==> config.mk <==
export PLATFORM = sky130hd
export DESIGN_NAME = weight_axi_frontend
export DESIGN_NICKNAME = d
export VERILOG_FILES = /design/src/rtl/weight_axi_frontend.sv
export SDC_FILE = /design/constraint.sdc
export NUM_CORES = 1
export LEC_CHECK = 0
export ABC_CLOCK_PERIOD_IN_PS = 11500
export BUFFER_PORTS_ARGS = -buffer_cell sky130_fd_sc_hd__buf_2
export CORE_MARGIN = 8
export CORE_UTILIZATION = 40
export CTS_CLUSTER_SIZE = 10
export DETAILED_ROUTE_END_ITERATION = 8
export PLACE_DENSITY = 0.67
export SLEW_MARGIN = 0
export SYNTH_ARGS = -nofsm -noshare
export SYNTH_HDL_FRONTEND = slang
export SYNTH_SLANG_ARGS = --single-unit
==> constraint.sdc <==
create_clock -name clk -period 11.5 [get_ports clk]
set_clock_uncertainty 0.05 [all_clocks]
set_input_delay 0.575 -clock clk [delete_from_list [all_inputs] [get_ports clk]]
set_output_delay 0.575 -clock clk [all_outputs]
set_load 0.005 [all_outputs]
==> src/rtl/weight_axi_frontend.sv <==
// AXI4-Lite responder for the coupled-cell array: turns AW/W into a one-cycle
// cell weight-write strobe and AR into a registered cell readback.
module weight_axi_frontend #(
  parameter int N           = 8,
  parameter int NUM_WEIGHTS = 15,
  parameter int ADDR_W      = 16,
  parameter int CELL_W      = $clog2(N*N)
) (
  input  logic              clk,
  input  logic              axi_rst,
  input  logic [ADDR_W-1:0] s_awaddr,
  input  logic              s_awvalid,
  output logic              s_awready,
  input  logic [31:0]       s_wdata,
  input  logic [3:0]        s_wstrb,
  input  logic              s_wvalid,
  output logic              s_wready,
  output logic [1:0]        s_bresp,
  output logic              s_bvalid,
  input  logic              s_bready,
  input  logic [ADDR_W-1:0] s_araddr,
  input  logic              s_arvalid,
  output logic              s_arready,
  output logic [31:0]       s_rdata,
  output logic [1:0]        s_rresp,
  output logic              s_rvalid,
  input  logic              s_rready,
  output logic              weight_wr_en,
  output logic [CELL_W-1:0] weight_waddr,
  output logic [31:0]       weight_wdata,
  output logic [CELL_W-1:0] weight_raddr,
  input  logic [31:0]       weight_rdata
);
  localparam int                IDX_W  = ADDR_W - 2;
  localparam logic [IDX_W-1:0]  NCELLS = IDX_W'(N*N);
  localparam logic [1:0]        OKAY   = 2'b00;
  localparam logic [1:0]        SLVERR = 2'b10;

  typedef enum logic [1:0] {W_IDLE, W_COMMIT, W_RESP} wstate_e;
  typedef enum logic [1:0] {R_IDLE, R_WAIT, R_RESP}   rstate_e;

  function automatic logic addr_legal(input logic [ADDR_W-1:0] a);
    return (a[1:0] == 2'b00) && (a[ADDR_W-1:2] < NCELLS);
  endfunction

  // ---------------- write path ----------------
  wstate_e             wstate_q, wstate_d;
  logic                aw_held_q, aw_held_d, w_held_q, w_held_d;
  logic [ADDR_W-1:0]   awaddr_q, awaddr_d;
  logic [31:0]         wdata_q, wdata_d;
  logic                wstrb0_q, wstrb0_d;
  logic                wr_en_q, wr_en_d;
  logic [CELL_W-1:0]   waddr_q, waddr_d;
  logic [31:0]         wdata_o_q, wdata_o_d;
  logic [1:0]          bresp_q, bresp_d;

  logic                aw_hs, w_hs, wr_ok;
  logic [ADDR_W-1:0]   awaddr_eff;
  logic [31:0]         wdata_eff;
  logic                wstrb0_eff;
  logic                unused_wstrb;

  assign unused_wstrb = ^s_wstrb[3:1];

  assign s_awready = (wstate_q == W_IDLE) && !aw_held_q && !axi_rst;
  assign s_wready  = (wstate_q == W_IDLE) && !w_held_q  && !axi_rst;
  assign aw_hs     = s_awvalid && s_awready;
  assign w_hs      = s_wvalid  && s_wready;

  // Legality is judged on whichever copy is current: the held one, or the
  // one arriving in this very cycle when it completes the pair.
  assign awaddr_eff = aw_held_q ? awaddr_q : s_awaddr;
  assign wdata_eff  = w_held_q  ? wdata_q  : s_wdata;
  assign wstrb0_eff = w_held_q  ? wstrb0_q : s_wstrb[0];
  assign wr_ok      = addr_legal(awaddr_eff) && wstrb0_eff &&
                      (wdata_eff < 32'(NUM_WEIGHTS));

  always_comb begin
    wstate_d  = wstate_q;
    aw_held_d = aw_held_q;
    w_held_d  = w_held_q;
    awaddr_d  = awaddr_q;
    wdata_d   = wdata_q;
    wstrb0_d  = wstrb0_q;
    wr_en_d   = 1'b0;
    waddr_d   = waddr_q;
    wdata_o_d = wdata_o_q;
    bresp_d   = bresp_q;
    case (wstate_q)
      W_IDLE: begin
        if (aw_hs) begin
          aw_held_d = 1'b1;
          awaddr_d  = s_awaddr;
        end
        if (w_hs) begin
          w_held_d = 1'b1;
          wdata_d  = s_wdata;
          wstrb0_d = s_wstrb[0];
        end
        // Strobe and response are registered here so they are visible
        // throughout the single W_COMMIT cycle.
        if ((aw_held_q || aw_hs) && (w_held_q || w_hs)) begin
          wstate_d = W_COMMIT;
          if (wr_ok) begin
            wr_en_d   = 1'b1;
            waddr_d   = awaddr_eff[CELL_W+1:2];
            wdata_o_d = wdata_eff;
            bresp_d   = OKAY;
          end else begin
            bresp_d   = SLVERR;
          end
        end
      end
      W_COMMIT: begin
        aw_held_d = 1'b0;
        w_held_d  = 1'b0;
        wstate_d  = W_RESP;
      end
      W_RESP: begin
        if (s_bready) wstate_d = W_IDLE;
      end
      default: wstate_d = W_IDLE;
    endcase
  end

  always_ff @(posedge clk or posedge axi_rst) begin
    if (axi_rst) begin
      wstate_q  <= W_IDLE;
      aw_held_q <= 1'b0;
      w_held_q  <= 1'b0;
      awaddr_q  <= '0;
      wdata_q   <= '0;
      wstrb0_q  <= 1'b0;
      wr_en_q   <= 1'b0;
      waddr_q   <= '0;
      wdata_o_q <= '0;
      bresp_q   <= OKAY;
    end else begin
      wstate_q  <= wstate_d;
      aw_held_q <= aw_held_d;
      w_held_q  <= w_held_d;
      awaddr_q  <= awaddr_d;
      wdata_q   <= wdata_d;
      wstrb0_q  <= wstrb0_d;
      wr_en_q   <= wr_en_d;
      waddr_q   <= waddr_d;
      wdata_o_q <= wdata_o_d;
      bresp_q   <= bresp_d;
    end
  end

  assign s_bvalid     = (wstate_q == W_RESP);
  assign s_bresp      = bresp_q;
  assign weight_wr_en = wr_en_q;
  assign weight_waddr = waddr_q;
  assign weight_wdata = wdata_o_q;

  // ---------------- read path ----------------
  rstate_e           rstate_q, rstate_d;
  logic [CELL_W-1:0] raddr_q, raddr_d;
  logic              rlegal_q, rlegal_d;
  logic [31:0]       rdata_q, rdata_d;
  logic [1:0]        rresp_q, rresp_d;
  logic              ar_legal;

  assign s_arready = (rstate_q == R_IDLE) && !axi_rst;
  assign ar_legal  = addr_legal(s_araddr);

  always_comb begin
    rstate_d = rstate_q;
    raddr_d  = raddr_q;
    rlegal_d = rlegal_q;
    rdata_d  = rdata_q;
    rresp_d  = rresp_q;
    case (rstate_q)
      R_IDLE: begin
        if (s_arvalid && s_arready) begin
          rlegal_d = ar_legal;
          raddr_d  = ar_legal ? s_araddr[CELL_W+1:2] : '0;
          rstate_d = R_WAIT;
        end
      end
      R_WAIT: begin
        // The array mux settles within this cycle of the new raddr.
        rdata_d  = rlegal_q ? weight_rdata : 32'd0;
        rresp_d  = rlegal_q ? OKAY : SLVERR;
        rstate_d = R_RESP;
      end
      R_RESP: begin
        if (s_rready) rstate_d = R_IDLE;
      end
      default: rstate_d = R_IDLE;
    endcase
  end

  always_ff @(posedge clk or posedge axi_rst) begin
    if (axi_rst) begin
      rstate_q <= R_IDLE;
      raddr_q  <= '0;
      rlegal_q <= 1'b0;
      rdata_q  <= '0;
      rresp_q  <= OKAY;
    end else begin
      rstate_q <= rstate_d;
      raddr_q  <= raddr_d;
      rlegal_q <= rlegal_d;
      rdata_q  <= rdata_d;
      rresp_q  <= rresp_d;
    end
  end

  assign s_rvalid     = (rstate_q == R_RESP);
  assign s_rdata      = rdata_q;
  assign s_rresp      = rresp_q;
  assign weight_raddr = raddr_q;

endmodule

Yosys cells after proc, flatten, opt, wreduce, memory -nomap -nowiden --
Index checks and enable logic that the tools add are counted.
Storage, ports and cells: register bits 137, input port bits 107, output and inout bits 86, logic and storage cells 80
Cells by class: magnitude comparators 3, equal/unequal tests 10, muxes and demuxes 20, reductions and logical operators 32
Operators with widths (count):
- $mux W32 | 2
- $lt A32 B4 Y1 const B | 1
- $lt A14 B7 Y1 const B | 2
- $mux W16 | 1
- $reduce_and A2 Y1 | 8
- $logic_and A1 B1 Y1 | 13
- $mux W2 | 6
- $pmux W2 S3 | 2
- $logic_not A2 Y1 | 4
- $ne A2 B1 Y1 const B | 4
- $mux W1 | 6
- $mux W6 | 1
- $eq A2 B1 Y1 const B | 2
- $eq A2 B2 Y1 const B | 2
- $ne A2 B2 Y1 const B | 2
- $pmux W1 S2 | 2
- $logic_not A1 Y1 | 3
- $reduce_and A3 Y1 | 1
- $logic_or A1 B1 Y1 | 2
- $reduce_bool A2 Y1 | 1

Depth between registers and ports, before layout --
Gate-level depths: netlist (run 1).
depth in word-level cells 8, mapped depth 8, depth with buffers taken out 5

Worst setup path after synthesis (run 1) --
OpenSTA, ideal clock, no wires.
path kind input port to flip-flop, start input port axi_rst, end register waddr_q[0] (netlist: weight_waddr[0]), setup time 125 ps, arrival time 4463 ps, data required time 11325 ps, path slack 6862 ps, stages on the path 6, path buffers 1, cells stage by stage inv_1 > nand4b_1 > a21oi_1 > nand4_1 > buf_4 > mux2_4
On the way: longest elaborated chain between the ends 6, elaborated cells on any way between the ends 9, classes of those cells reduce/logical (9)
Ends and longest elaborated chain:
- start, declared | RTL line 10 | input logic axi_rst,
- $logic_not A1 Y1 (no line) (*)
- $logic_and A1 B1 Y1, on equally long branches | RTL line 65, 66
- $logic_and A1 B1 Y1, on equally long branches | RTL line 67, 68
- $logic_or A1 B1 Y1 | RTL line 102 | if ((aw_held_q || aw_hs) && (w_held_q || w_hs)) begin
- $logic_and A1 B1 Y1 (*) | RTL line 102
- $reduce_and A3 Y1 (no line) (*)
- end signal, assigned | RTL line 146 | waddr_q <= waddr_d;
- end, declared | RTL line 53 | logic [CELL_W-1:0] waddr_q, waddr_d;
Every way passes the cells marked *; elsewhere a longest branch is shown, timed or not. A chain may end at the register's enable or synchronous reset.

Worst setup path after layout (run 1) --
start register w_held_q, end register wdata_o_q[0] (netlist: weight_wdata[0])
On the way: longest elaborated chain between the ends 7, elaborated cells on any way between the ends 12, classes of those cells order compare (1); mux (2); reduce/logical (9)
Ends and longest elaborated chain:
- start, declared | RTL line 48 | logic aw_held_q, aw_held_d, w_held_q, w_held_d;
- start signal, assigned | RTL line 141 | w_held_q <= w_held_d;
- parallel branches: the longest is 7 deep, another holds $lt A32 B4 Y1
- end signal, assigned | RTL line 147 | wdata_o_q <= wdata_o_d;
- end, declared | RTL line 54 | logic [31:0] wdata_o_q, wdata_o_d;
Parallel ways; which one is timed is not known.

==> results.yml, run 1 <==
yosys:
  ys_ff_latch: 135
  syn_area_um2: 5390
  syn_area_per_cell_um2: 12.3
  synth-seq-area-share: 0.626
  syn_inst: 437
  ys_warn_count: 0
  yosysUniqueCellTypes: 33
route:
  first_pass_iters: 4
  num_vias: 3992
  drt_iter0_markers: 130
  ant_nets: 0
  route.detailed.drc: 0
  wl_per_cell_um: 16.4
  drt-total-wl_um: 13200
  viasPerCell: 4.94
cells_and_area:
  post-route-util: 0.533
  drive_gt1_frac: 0.457
  antennaDiodeCount: 0
  fill_cells: 1163
  layout_common_cells: "187 x buf_2, 135 x dfrtp_1, 72 x nand2_1"
  finalNetCount: 730
  final_common_cell: "buf_2"
  area_growth_pct: 30.3
critical_path:
  slowest_delay_ps: 810
  crit_fanout: 30
  r2r_cells: 6
  cp-start-kind: "register"
  critical_path.startpoint: "w_held_q$_DFFE_PP0P_"
  cp_slowest_cell: "dfrtp_1"
  cp_data_arrival_time_ps: 3390
  cp.required_ps: 11740
  cp_cell_sequence: "or4b_1 -> o22a_1 -> nor4_1 -> nand4_1 -> buf_4 -> mux2_4"
  path_class: "register to register"
  timing.rr.end: "weight_wdata[0]$_DFFE_PP0P_"
  endpoint_kind: "register"
  r2r_start: "w_held_q$_DFFE_PP0P_"
  rrSetupSlack_ps: 8350
timing:
  drv_slew: 0
  hold_viol: 0
  fin_crit_sh: 0.274
  fin_tns_setup_ps: 0
  setup_viol: 0
  relSlewSlack: 0.332
  worstMarginPinSlew_ps: 1000
  fin_crit_ps: 3150
  rsz0062_at_grt: "no"
  fin_worst_hold_slack_ps: 300
  timing.fmax_ghz: 0.318
clocking:
  root_buffer: "clkbuf_16"
  cts_resized: 0
  cts_buffers: 17
  post_cts_buffers: 0
  path_clk_slew_ps: 50
  htree_levels: 4
  hold_buffers: 0
  cts_sinks: 135
  cts_tree: "done"
  clock_path_buffers: 2
  clkLatencyLatePin_ps: 410
global_route:
  grt_max_degree: 89
  grt_use_met2: 0.243
  grt-ovfl-total: 0
  antenna_found_initial: 0
  grt_busiest_layer: "met2"
  met1_usage: 0.183
  grt_pass1_wl_um: 22000
  met3_usage: 0.0755
  first_global_vias: 4396
  grt.total_usage: 0.157
floorplan:
  die-width_um: 132
  fp.coreArea_um2: 13200
  initial_core_util: 0.409
  ioPinCount: 193
  rows: 42
  fp.dieH_um: 132
  dieArea_um2: 17500
min_path:
  hold_class: "primary input to register"
  hold_depth: 2
  worstHoldStart: "s_rready"
  whs_endpoint: "rstate_q[1]$_DFFE_PP0P_"
placed_design:
  io_buffers: 187
  place_congestion: 0.777
  dp_hpwl_um: 9830
outcome:
  status: "finished, final reports clean"
power:
  p_leak_nw: 3.59
  powerDensity_nw_per_um2: 194
  max-vdd-ir-drop_uv: 84.8
job:
  maxCapViolations: 0
==> per-stage QoR <==
stage	instances	total power, mW	instance area (µm²)	setup WS, ps
floorplan	438	0.795	5400	6860
global placement	780	0.851	6480	8350
detailed placement	780	0.869	6480	8260
CTS	808	1.38	7030	8280
global route	808	1.44	7030	8100
finish	808	1.36	7030	8350
==> where the power goes <==
| part | switching, mW | internal, mW |
|---|---|---|
| clock | 0.184 | 0.320 |
| sequential | 0.0677 | 0.573 |
| combinational | 0.0845 | 0.133 |
==> registers in the layout, indices dropped and copies added (netlist names) <==
register	flops
w_held_q	1
aw_held_q	1
weight_raddr	6
weight_waddr	6
rlegal_q	1
wdata_q	32
awaddr_q	16
weight_wr_en	1
weight_wdata	32
s_rresp	1
rstate_q	2
s_bresp	1
s_rdata	32
wstate_q	2
wstrb0_q	1
==> Yosys cell counts <==
library cell / count / area [µm²]
a22oi_1: 1 / 7.51
nor4_1: 13 / 81.3
a22o_1: 6 / 52.6
conb_1: 1 / 3.75
nor4b_1: 3 / 26.3
o22ai_1: 1 / 6.26
buf_4: 3 / 22.5
a21boi_0: 1 / 7.51
or4b_1: 1 / 10.0
o21ai_0: 36 / 180
nand4b_1: 1 / 8.76
nand4_1: 4 / 25.0
nand3_1: 3 / 15.0
dfrtp_1: 135 / 3380
o21a_1: 2 / 15.0
or4b_2: 2 / 20.0
a21o_1: 1 / 7.51
buf_2: 2 / 10.0
o22a_1: 3 / 26.3
and2_1: 28 / 175
nand2b_1: 4 / 25.0
nor3b_1: 2 / 15.0
nor3_1: 4 / 20.0
mux2_4: 10 / 150
a21oi_1: 3 / 15.0
inv_1: 6 / 22.5
nor2_1: 6 / 22.5
clkbuf_1: 19 / 71.3
or4_1: 3 / 22.5
nand2_1: 72 / 270
nor2b_1: 1 / 6.26
mux2i_1: 1 / 10.0
mux2_2: 59 / 664
==> layer usage <==
metal  wire length [µm]  vias to the layer above
met5                  0                        -
met4                189                        0
met3               1370                       17
met2               6200                      144
met1               5450                     1960
li1                   -                     1871
==> kinds of logic (layout without fill, tap and decap cells) <==
| logic type | Yosys count | after routing | synth area share |
|---|---|---|---|
| AND/OR/NAND/NOR | 147 | 147 | 0.138 |
| other | 1 | 2 | 0.000695 |
| multiplexers | 70 | 70 | 0.153 |
| buffers and inverters | 30 | 224 | 0.0234 |
| AO/OA/AOI/OAI | 54 | 54 | 0.0589 |
| flip-flops | 135 | 135 | 0.626 |
==> final cells by class <==
class / instances / area (µm²) / area share
multi-input combinational: 273 / 1900 / 0.270
inverter: 6 / 27.5 / 0.00392
tap: 176 / 220 / 0.0313
clock buffer: 24 / 502 / 0.0714
sequential: 135 / 3380 / 0.481
clock inverter: 4 / 45.0 / 0.00641
timing repair buffer: 190 / 958 / 0.136
==> critical path, delay by kind of cell (launching register included) <==
family | cells | cell delay, ps
flip-flops | 1 | 810
AO/OA/AOI/OAI | 1 | 230
multiplexers | 1 | 330
AND/OR/NAND/NOR | 3 | 1190
buffers and inverters | 1 | 390
==> how the worst max path moves through the flow <==
| stage | end | slack, ps | cells past startpoint |
|---|---|---|---|
| floorplan | weight_waddr[0]$_DFFE_PP0P_ | 6860 | 6 |
| detailed placement | weight_wdata[0]$_DFFE_PP0P_ | 8260 | 7 |
| global route | weight_wdata[0]$_DFFE_PP0P_ | 8100 | 6 |
| CTS | weight_wdata[0]$_DFFE_PP0P_ | 8280 | 6 |
| global placement | weight_waddr[1]$_DFFE_PP0P_ | 8350 | 6 |
| finish | weight_wdata[0]$_DFFE_PP0P_ | 8350 | 6 |
(Power assumes the default switching activity.)
==> run 2: changes to the inputs <==
ABC_CLOCK_PERIOD_IN_PS = 2640   (was 11500)
PLACE_DENSITY = 0.69   (was 0.67)
clock period = 2.64 ns   (was 11.5 ns; I/O delays follow)
==> results.yml, run 2 (synthesis results as in run 1) <==
global_route:
  grt_pass1_wl_um: 25200
  grt_max_degree: 137
  grt.total_usage: 0.180
  grt-ovfl-total: 0
  first_global_vias: 4968
  antenna_found_initial: 2
floorplan:
  die-width_um: 132
  fp.dieH_um: 132
  fp.coreArea_um2: 13200
  rows: 42
  ioPinCount: 193
  initial_core_util: 0.409
  dieArea_um2: 17500
power:
  switching_share: 0.239
  power_frac_clock: 0.394
  combPwrFrac: 0.175
  pwr-share-seq: 0.431
  internal_power_mw: 4.87
  p_leak_nw: 4.01
  powerDensity_nw_per_um2: 794
  max-vdd-ir-drop_uv: 340
  switchingPower_mw: 1.53
clocking:
  cts_tree: "done"
  htree_levels: 4
  cts_sinks: 135
  post_cts_buffers: 0
  cts_resized: 0
  path_clk_slew_ps: 60
  root_buffer: "clkbuf_16"
  clkLatencyLatePin_ps: 410
  clock_path_buffers: 2
  cts_buffers: 17
timing:
  fin_worst_hold_slack_ps: -15.0
  timing.fmax_ghz: 0.403
  drv_slew: 0
  rsz0062_at_grt: "no"
  fin_tns_setup_ps: 0
  relSlewSlack: 0.314
  setup_viol: 0
  worstMarginPinSlew_ps: 1030
  fin_crit_ps: 2480
  hold_viol: 3
  fin_crit_sh: 0.940
critical_path:
  r2r_start: "w_held_q$_DFFE_PP0P_"
  timing.rr.end: "weight_waddr[4]$_DFFE_PP0P_"
  cp-start-kind: "register"
  r2r_cells: 6
  cp.required_ps: 2890
  rrSetupSlack_ps: 160
  crit_fanout: 40
  cp_data_arrival_time_ps: 2730
  path_class: "register to register"
  endpoint_kind: "register"
outcome:
  status: "finished, violations left"
  violations: "negative hold slack"
route:
  ant_nets: 0
  num_vias: 4369
  first_pass_iters: 4
  viasPerCell: 4.84
  drt_iter0_markers: 208
  drt-total-wl_um: 15200
  wl_per_cell_um: 16.8
  route.detailed.drc: 0
placed_design:
  io_buffers: 187
  place_congestion: 0.756
  dp_hpwl_um: 10000
min_path:
  hold_class: "primary input to async pin"
cells_and_area:
  layout_common_cells: "187 x buf_2, 135 x dfrtp_1, 89 x dlygate4sd3_1"
  final_common_cell: "buf_2"
  fill_cells: 1013
  area_growth_pct: 49.3
  drive_gt1_frac: 0.403
  finalNetCount: 821
job:
  maxCapViolations: 0
run 2: changes by cell type in the layout (fill, tap and decap cells not counted), sizes merged:
cell	change
bufinv	+4
buf	+2
inv	-1
dlygate4sd3	+89
clkbuf	-3
clkinv	-1
diode	+2
clkinvlp	+3
run 2: layer usage:
| layer | wire (µm) | global-route usage | vias to the layer above |
|---|---|---|---|
| met3 | 1500 | 0.0838 | 13 |
| met5 | 0 | 0 | - |
| li1 | - | - | 2060 |
| met1 | 6560 | 0.213 | 2117 |
| met2 | 6940 | 0.281 | 179 |
| met4 | 185 | 0.0613 | 0 |
run 2: worst max-delay path, stage by stage (launching register included):
cell	delay (ps)
dfrtp_1	500
or4_1	580
o22a_1	230
nor4_1	280
nand4_1	180
buf_12	220
mux2_4	310
run 2: area by class of cell:
type | count | area [µm²] | area share
Timing Repair Buffer | 281 | 1900 | 0.236
Multi-Input combinational cell | 273 | 1900 | 0.235
Sequential cell | 135 | 3380 | 0.420
Inverter | 6 | 26.3 | 0.00326
Clock buffer | 21 | 450 | 0.0559
Tap cell | 176 | 220 | 0.0273
Clock inverter | 9 | 175 | 0.0218
Antenna cell | 2 | 5.00 | 0.000622
run 2: stage by stage:
step                setup WS [ps]  instance area [µm²]  total power, mW  instances   util
floorplan                    -661                 5410             3.46        438      -
global placement              220                 6530             3.73        782  0.495
detailed placement            154                 6530             3.81        782  0.495
CTS                           144                 8050             6.45        901  0.610
global route                 16.0                 8050             6.70        903  0.611
finish                        158                 8050             6.39        903  0.611
run 2: timing repair:
item	4_1_cts	5_1_grt
endpoints found under the hold margin	89	0
hold buffers	89	0
setup endpoints to repair	0	0
run 2: worst max-delay path by stage:
stage                     slack [ps]            startpoint                          end  cells after the start
after floorplan                 -660               axi_rst  weight_waddr[0]$_DFFE_PP0P_                      6
after global placement           220  w_held_q$_DFFE_PP0P_  weight_waddr[4]$_DFFE_PP0P_                      6
after detailed placement         150  w_held_q$_DFFE_PP0P_  weight_waddr[1]$_DFFE_PP0P_                      6
after CTS                        140  w_held_q$_DFFE_PP0P_  weight_waddr[1]$_DFFE_PP0P_                      6
after global routing              20  w_held_q$_DFFE_PP0P_  weight_waddr[5]$_DFFE_PP0P_                      6
final                            160  w_held_q$_DFFE_PP0P_  weight_waddr[4]$_DFFE_PP0P_                      6
run 2: power groups by stage:
stage	logic (mW)	registers, mW	clock network [mW]
2_1_floorplan	0.785	2.68	0
3_3_place_gp	0.976	2.75	0
3_5_place_dp	1.02	2.79	0
4_1_cts	1.12	2.76	2.57
5_1_grt	1.23	2.80	2.67
6_report	1.12	2.76	2.52
